### src/rtl/gcd_req_ctrl.sv
// gcd_req_ctrl: initiator side of the gcd core's operand/result interface.
// It accepts one operand pair at a time and sends it to the core as a one-cycle
// start pulse. The core's result is then offered downstream on a ready/valid channel.
// If either operand is zero, the block answers directly and the core is not used.
// If the core does not answer in time, a watchdog produces a timeout response.
// Optional macro GCD_REQ_STATS_EN adds saturating response counters
// (stat_done_o, stat_timeout_o).
module gcd_req_ctrl #(
    parameter int WIDTH          = 8,
    parameter int TIMEOUT_CYCLES = 64
) (
    input  logic             clk_i,
    input  logic             reset_ni,
    input  logic             req_valid_i,
    output logic             req_ready_o,
    input  logic [WIDTH-1:0] req_a_i,
    input  logic [WIDTH-1:0] req_b_i,
    output logic             gcd_valid_o,
    output logic [WIDTH-1:0] gcd_a_o,
    output logic [WIDTH-1:0] gcd_b_o,
    input  logic             gcd_valid_i,
    input  logic [WIDTH-1:0] gcd_result_i,
    output logic             resp_valid_o,
    input  logic             resp_ready_i,
    output logic [WIDTH-1:0] resp_data_o,
    output logic             resp_timeout_o,
    output logic             busy_o
`ifdef GCD_REQ_STATS_EN
    ,
    output logic [15:0]      stat_done_o,
    output logic [15:0]      stat_timeout_o
`endif
);

    localparam int WD_W = $clog2(TIMEOUT_CYCLES);
    // Last watchdog value before expiry: WAIT has then lasted TIMEOUT_CYCLES cycles.
    localparam logic [WD_W-1:0] WD_MAX = WD_W'(TIMEOUT_CYCLES - 1);

    typedef enum logic [1:0] {
        ST_IDLE,
        ST_ISSUE,
        ST_WAIT,
        ST_HOLD
    } state_e;

    state_e           state_q, state_d;
    logic [WIDTH-1:0] a_q, a_d;
    logic [WIDTH-1:0] b_q, b_d;
    logic [WIDTH-1:0] data_q, data_d;
    logic             tmo_q, tmo_d;
    logic [WD_W-1:0]  wd_q, wd_d;
    logic             edge_q;
    logic             result_edge;

    // A result counts only on its rising edge, because the core holds valid as a level.
    assign result_edge = gcd_valid_i & ~edge_q;

    // State, operand, response and watchdog registers
    always_ff @(posedge clk_i or negedge reset_ni) begin
        if (!reset_ni) begin
            state_q <= ST_IDLE;
            a_q     <= '0;
            b_q     <= '0;
            data_q  <= '0;
            tmo_q   <= 1'b0;
            wd_q    <= '0;
            edge_q  <= 1'b0;
        end else begin
            state_q <= state_d;
            a_q     <= a_d;
            b_q     <= b_d;
            data_q  <= data_d;
            tmo_q   <= tmo_d;
            wd_q    <= wd_d;
            edge_q  <= gcd_valid_i;
        end
    end

    // Next-state logic and outputs for the request/wait/hold sequence
    always_comb begin
        state_d        = state_q;
        a_d            = a_q;
        b_d            = b_q;
        data_d         = data_q;
        tmo_d          = tmo_q;
        wd_d           = wd_q;
        req_ready_o    = 1'b0;
        gcd_valid_o    = 1'b0;
        gcd_a_o        = '0;
        gcd_b_o        = '0;
        resp_valid_o   = 1'b0;
        resp_data_o    = '0;
        resp_timeout_o = 1'b0;
        busy_o         = 1'b1;
        case (state_q)
            ST_IDLE: begin
                busy_o = 1'b0;
                // Do not start while the core is still driving an older or late result.
                req_ready_o = ~gcd_valid_i;
                if (req_valid_i && !gcd_valid_i) begin
                    a_d = req_a_i;
                    b_d = req_b_i;
                    if (req_a_i == '0 || req_b_i == '0) begin
                        // gcd(0,x) = x and gcd(0,0) = 0, so the core is not needed.
                        data_d  = req_a_i | req_b_i;
                        tmo_d   = 1'b0;
                        state_d = ST_HOLD;
                    end else begin
                        state_d = ST_ISSUE;
                    end
                end
            end
            ST_ISSUE: begin
                gcd_valid_o = 1'b1;
                gcd_a_o     = a_q;
                gcd_b_o     = b_q;
                wd_d        = '0;
                state_d     = ST_WAIT;
            end
            ST_WAIT: begin
                wd_d = wd_q + 1'b1;
                // A result wins over a timeout that expires in the same cycle.
                if (result_edge) begin
                    data_d  = gcd_result_i;
                    tmo_d   = 1'b0;
                    state_d = ST_HOLD;
                end else if (wd_q == WD_MAX) begin
                    data_d  = '0;
                    tmo_d   = 1'b1;
                    state_d = ST_HOLD;
                end
            end
            ST_HOLD: begin
                resp_valid_o   = 1'b1;
                resp_data_o    = data_q;
                resp_timeout_o = tmo_q;
                if (resp_ready_i) begin
                    state_d = ST_IDLE;
                end
            end
            default: begin
                state_d = ST_IDLE;
            end
        endcase
    end

`ifdef GCD_REQ_STATS_EN
    logic [15:0] stat_done_q, stat_done_d;
    logic [15:0] stat_timeout_q, stat_timeout_d;
    logic        resp_fire;

    assign resp_fire      = resp_valid_o & resp_ready_i;
    assign stat_done_o    = stat_done_q;
    assign stat_timeout_o = stat_timeout_q;

    // Saturating counters for accepted responses
    always_comb begin
        stat_done_d    = stat_done_q;
        stat_timeout_d = stat_timeout_q;
        if (resp_fire) begin
            if (tmo_q) begin
                if (stat_timeout_q != 16'hFFFF) stat_timeout_d = stat_timeout_q + 16'd1;
            end else begin
                if (stat_done_q != 16'hFFFF) stat_done_d = stat_done_q + 16'd1;
            end
        end
    end

    // Counter registers
    always_ff @(posedge clk_i or negedge reset_ni) begin
        if (!reset_ni) begin
            stat_done_q    <= '0;
            stat_timeout_q <= '0;
        end else begin
            stat_done_q    <= stat_done_d;
            stat_timeout_q <= stat_timeout_d;
        end
    end
`endif

endmodule

### config.mk
export PLATFORM = sky130hd
export DESIGN_NAME = gcd_req_ctrl
export DESIGN_NICKNAME = d
export VERILOG_FILES = /design/src/rtl/gcd_req_ctrl.sv
export SDC_FILE = /design/constraint.sdc
export NUM_CORES = 1
export LEC_CHECK = 0
export CORE_MARGIN = 4
export CORE_UTILIZATION = 25
export CTS_BUF_LIST = sky130_fd_sc_hd__clkbuf_8
export DETAILED_ROUTE_END_ITERATION = 10
export PLACE_DENSITY = 0.47
export SLEW_MARGIN = 20
export SYNTH_ARGS = -nofsm -noshare
export SYNTH_HDL_FRONTEND = slang
export SYNTH_SLANG_ARGS = --single-unit
### constraint.sdc
create_clock -name clk_i -period 2.9 [get_ports clk_i]
set_input_delay 0.435 -clock clk_i [delete_from_list [all_inputs] [get_ports clk_i]]
set_output_delay 0.435 -clock clk_i [all_outputs]
set_load 0.01 [all_outputs]
==> reports/summary.txt, run 1 <==
Clk Latency, worst-skew pair: 0.28 ns
EDFF count, synth: 0
die height: 93.4 um
WHS Endpoint: b_q[6]
sequential share of power: 32.2%
post-synth top area cell: dfrtp_1
worst path bufs/invs: 2
drt total wl: 4810 um
Slew @ Worst Pin: 0.628 ns
number of remaining DRC errors: 0
vias in the first global route: 1510
fin util: 37.6%
sw power: 0.834 mW
Cell Pwr Density: 920 nW/um^2
syn_nets: 207
Hold Fails Final Rpt: 0
peak supply drop: 0.000274 V
share of layout cells above drive strength 1: 16.7%
Mapped Area: 1820 um^2
Hold Path Stages: 1
CORE AREA: 6940 um^2
IO buf count: 57
Worst Clk Skew: 0.0129 ns
number of buffers created by CTS: 5
fin worst setup slack: 0.397 ns
total number of vias: 1417
synthesized instance count: 172
Area Growth Syn to Fin: 43.0%
post-CTS sizing: 0
R2R Setup Slk: 0.64 ns
R2R depth: 6
delay-heaviest family, CP: buffers and inverters
Max Cap Viol: 0
die width: 93.4 um
final setup violation count: 0
first-pass GRT wire length: 7980 um
# diodes: 0
f_max: 400 MHz
Logic pwr share: 52.9%
asr flop ratio synth: 100%
Hold WC Path Type: flop to flop
post-route ant nets: 0
Reg-to-Reg Start: state_q[0]
Yosys warning total: 0
DIE AREA: 8730 um^2
Post-Layout Cell Count: 330
Setup Fix Bufs, Post-CTS: 0
Root Buffer: clkbuf_8
Worst setup EP type: output port
top post-synthesis cells by area: dfrtp_1, mux2_2, and2_1
DR WL/cell: 14.6 um
GP Congestion: 0.740
Main synth FF type: dfrtp_1
pin count of the biggest net entering global routing: 35
DR vias/cell: 4.29
CTS sink cnt: 34
post-synth cell types: 29
reg-to-reg critical path endpoint: data_q[6]
syn_area_per_cell: 10.6 um^2
Clk network pwr share: 14.9%
H-tree depth: 2
Seq cells post-synth: 34
LEAKAGE: 1.08 nW
Overflow after GRT: 0
CP required: 2.47 ns
CP Cell Sequence: inv_1 -> ha_1 -> and2_1 -> clkdlybuf4s50_1
TNS Setup: 0 ns
I/O pin cnt: 58
hold_buf cts: 0
filler instances: 719
Crit-path slowest cell: clkdlybuf4s50_1
worst-path fanout max: 17
unrepaired setup endpoints after global routing: no
Placement Setup Slack: 0.270 ns
Pint: 1.57 mW
TritonCTS clock tree: built
Iteration-0 DRC Markers: 24
Worst EP arrival: 2.07 ns
All-Layer GR Usage: 11.8%
Net Sw Frac: 34.7%
Slew Viols, Final: 0
most frequent cells after synthesis: dfrtp_1, and2_1, mux2_2
status: finished clean
hpwl dp: 3690 um
Initial Utilization: 26.3%
top-count cell post-synth: dfrtp_1
Seq/Total Area, Yosys: 46.6%
nets@finish: 268
Placed Cells: 322
Reg clk slew, reported paths: 0.07 ns
Worst slew margin: 58.2%
Clock Path Buffers: 2
Tmin final: 2.50 ns
Pre-Repair DR Iteration Count: 4
row count: 30
initial antenna violation count: 0
Worst setup SP type: flop
worst stage delay on the critical path: 0.56 ns
Yosys top cell area share: 46.6%
final period utilization: 86.3%
hold wc startpoint: b_q[6]
Critical Path Source: state_q[1]
Crit Path Class: flop to output port
-- layout make-up --
cell class              instances  area, um^2  share of cell area, %
inverters                      10        37.5                   1.44
flip-flops and latches         34         851                   32.6
clock buffers                   6        82.6                   3.17
clock inverters                 2        8.76                  0.336
multi-input cells             121         908                   34.8
well taps                      96         120                   4.60
repair buffers                 61         601                   23.0
-- cells by family (layout without fill, tap and decap cells) --
| group | Yosys count | count (layout) | share of synthesized area [%] |
|---|---|---|---|
| AND/OR/NAND/NOR | 66 | 66 | 19.8 |
| flip-flops | 34 | 34 | 46.6 |
| multiplexers | 27 | 27 | 16.5 |
| AO/OA/AOI/OAI | 21 | 21 | 8.92 |
| buffers and inverters | 17 | 79 | 3.57 |
| adder cells (fa/ha/maj) | 6 | 6 | 4.12 |
| XOR/XNOR | 1 | 1 | 0.480 |
-- routing by layer --
metal  global-route usage [%]  vias up  wire length, um
met5                        0        -                0
met4                     3.66        0               58
met3                     3.30        6              226
met2                     18.3       37             2220
met1                     15.9      664             2300
li1                         -      710                -
-- registers in the layout, summed over array words and instances, names as in the netlist --
signal	flops
a_q	8
b_q	8
data_q	8
edge_q	1
state_q	2
tmo_q	1
wd_q	6
-- power by group through the flow --
stage | logic (mW) | registers, mW | clock network [mW]
final | 1.27 | 0.773 | 0.357
after global routing | 1.40 | 0.802 | 0.399
after CTS | 1.30 | 0.775 | 0.372
after detailed placement | 1.29 | 0.786 | 0
after global placement | 1.28 | 0.784 | 0
after floorplan | 0.783 | 0.754 | 0
-- layout by cell type, fill, tap and decap left out, drive strengths merged --
master,n
nor3b,1
nor2b,1
nand2b,2
mux2,25
dfrtp,34
nand2,14
nand3b,2
and2,25
o21ai,5
mux2i,2
buf,4
clkdlybuf4s50,57
clkinv,1
or3,1
inv,11
xor2,1
a311oi,1
clkbuf,6
a21boi,1
a31oi,1
a21oi,2
o22ai,9
o211a,1
nor4,4
ha,6
nand3,3
nand4,1
a221o,1
nor2,12
-- how the worst max path moves through the flow --
stage                       to  slack [ns]  cells past startpoint
floorplan            data_q[0]        0.86                      6
global placement     data_q[5]        0.27                      5
detailed placement   data_q[7]        0.27                      5
CTS                 gcd_a_o[3]        0.32                      4
global route        gcd_a_o[7]        0.19                      4
finish              gcd_b_o[5]        0.40                      4
-- per-stage QoR --
stage | area, um^2 | power (mW) | hold slack, ns
after floorplan | 1820 | 1.54 | 0.139
after global placement | 2520 | 2.07 | 0.480
after detailed placement | 2520 | 2.08 | 0.487
after CTS | 2610 | 2.44 | 0.504
after global routing | 2610 | 2.60 | 0.512
final | 2610 | 2.40 | 0.499
(Power assumes the default switching activity.)
==> run 2, diff against run 1 <==
--- a/config.mk
+++ b/config.mk
@@ -6,10 +6,10 @@
 export NUM_CORES = 1
 export LEC_CHECK = 0
 export CORE_MARGIN = 4
-export CORE_UTILIZATION = 25
+export CORE_UTILIZATION = 48
 export CTS_BUF_LIST = sky130_fd_sc_hd__clkbuf_8
 export DETAILED_ROUTE_END_ITERATION = 10
-export PLACE_DENSITY = 0.47
+export PLACE_DENSITY = 0.81
 export SLEW_MARGIN = 20
 export SYNTH_ARGS = -nofsm -noshare
 export SYNTH_HDL_FRONTEND = slang
==> reports/summary.txt, run 2 (synthesized netlist as in run 1, its figures left out) <==
status: finished clean (unchanged)
DR vias/cell: 5.19 (was 4.29)
most frequent cells in the layout: clkdlybuf4s50_1, dfrtp_1, and2_1, mux2_2, nand2_1 (unchanged)
Crit Path Class: flop to output port (unchanged)
first-pass GRT wire length: 7320 um (was 7980 um)
Initial Utilization: 49.8% (was 26.3%)
Clock Path Buffers: 2 (unchanged)
All-Layer GR Usage: 19.1% (was 11.8%)
commonest non-fill, non-tap cell in the layout: clkdlybuf4s50_1 (unchanged)
Worst slew margin: 59.9% (was 58.2%)
Worst Clk Skew: 0.00309 ns (was 0.0129 ns)
nets@finish: 268 (unchanged)
die height: 69.7 um (was 93.4 um)
Slew @ Worst Pin: 0.602 ns (was 0.628 ns)
hpwl dp: 3130 um (was 3690 um)
Regs by FF count: a_q (8), b_q (8), data_q (8) (unchanged)
CORE AREA: 3660 um^2 (was 6940 um^2)
Tmin final: 2.50 ns (about the same)
Area Growth Syn to Fin: 39.7% (was 43.0%)
TritonCTS clock tree: built (unchanged)
post-CTS sizing: 0 (unchanged)
total number of vias: 1464 (was 1417)
f_max: 400 MHz (about the same)
Max Cap Viol: 0 (unchanged)
row count: 22 (was 30)
Worst setup SP type: flop (unchanged)
CTS sink cnt: 34 (unchanged)
# diodes: 0 (unchanged)
Iteration-0 DRC Markers: 100 (was 24)
DIE AREA: 4850 um^2 (was 8730 um^2)
I/O pin cnt: 58 (unchanged)
hold_buf cts: 0 (unchanged)
Overflow after GRT: 0 (unchanged)
share of layout cells above drive strength 1: 16.7% (unchanged)
vias in the first global route: 1514 (was 1510)
filler instances: 291 (was 719)
GP Congestion: 0.758 (was 0.740)
Worst setup EP type: output port (unchanged)
post-route ant nets: 0 (unchanged)
Pre-Repair DR Iteration Count: 4 (unchanged)
drt total wl: 4300 um (was 4810 um)
unrepaired setup endpoints after global routing: no (unchanged)
pin count of the biggest net entering global routing: 35 (unchanged)
Setup Fix Bufs, Post-CTS: 0 (unchanged)
Reg clk slew, reported paths: 0.07 ns (about the same)
die width: 69.7 um (was 93.4 um)
Hold Fails Final Rpt: 0 (unchanged)
DR WL/cell: 15.3 um (was 14.6 um)
Slew Viols, Final: 0 (unchanged)
H-tree depth: 2 (unchanged)
LEAKAGE: 1.08 nW (unchanged)
Hold WC Path Type: flop to flop (unchanged)
final period utilization: 86.2% (was 86.3%)
peak supply drop: 0.000443 V (was 0.000274 V)
Cell Pwr Density: 940 nW/um^2 (was 920 nW/um^2)
Worst EP arrival: 2.07 ns (about the same)
number of remaining DRC errors: 0 (unchanged)
CP required: 2.47 ns (about the same)
initial antenna violation count: 0 (unchanged)
Clk Latency, worst-skew pair: 0.29 ns (was 0.28 ns)
final setup violation count: 0 (unchanged)
Root Buffer: clkbuf_8 (unchanged)
Final Hold Slack: 0.497 ns (was 0.499 ns)
IO buf count: 57 (unchanged)
TNS Setup: 0 ns (unchanged)
number of buffers created by CTS: 5 (unchanged)
worst-path fanout max: 17 (unchanged)
## run 2: final cells by class
type	instances	area (um^2)	area share, %
well taps	48	60.1	2.36
multi-input cells	121	908	35.6
flip-flops and latches	34	851	33.4
repair buffers	61	601	23.6
clock inverters	2	8.76	0.344
inverters	10	37.5	1.47
clock buffers	6	82.6	3.24
## run 2: final timing paths
check	slack (ns)	depth (start not counted)	startpoint	endpoint
max	0.40	4	state_q[1]	gcd_b_o[3]
min	0.50	1	a_q[5]	a_q[5]
max reg2reg	0.68	6	state_q[1]	data_q[5]
min reg2reg	0.50	1	a_q[5]	a_q[5]
max in group asynchronous	2.04	2	reset_ni	b_q[6]
min in group asynchronous	0.55	2	reset_ni	wd_q[3]
## run 2: power breakdown
group | switching (mW) | internal (mW)
logic | 0.566 | 0.698
registers | 0.0956 | 0.682
clock network | 0.167 | 0.188
total | 0.829 | 1.57
## run 2: through the flow
step	power, mW	instance area (um^2)	worst slack (ns)	utilization (%)	std cells
after detailed placement	2.06	2460	0.326	67.1	274
after global placement	2.02	2460	0.304	67.1	274
final	2.40	2550	0.399	69.6	282
after floorplan	1.54	1820	0.857	-	172
after global routing	2.57	2550	0.262	69.6	282
after CTS	2.42	2550	0.364	69.6	282
## run 2: worst max-delay path: stages, from the launching register on
cell             delay (ns)
dfrtp_1                0.41
inv_1                  0.12
ha_1                   0.49
and2_1                 0.21
clkdlybuf4s50_1        0.55
## run 2: layer usage
layer  up-vias  wire, um  part of all wire (%)  global-route usage [%]
met5         -         0                     0                       0
met4         0        48                   1.1                    7.02
met3         4       211                   4.9                    4.78
met2        47      2110                    49                    32.1
met1       700      1940                    45                    23.7
li1        713         -                     -                       -
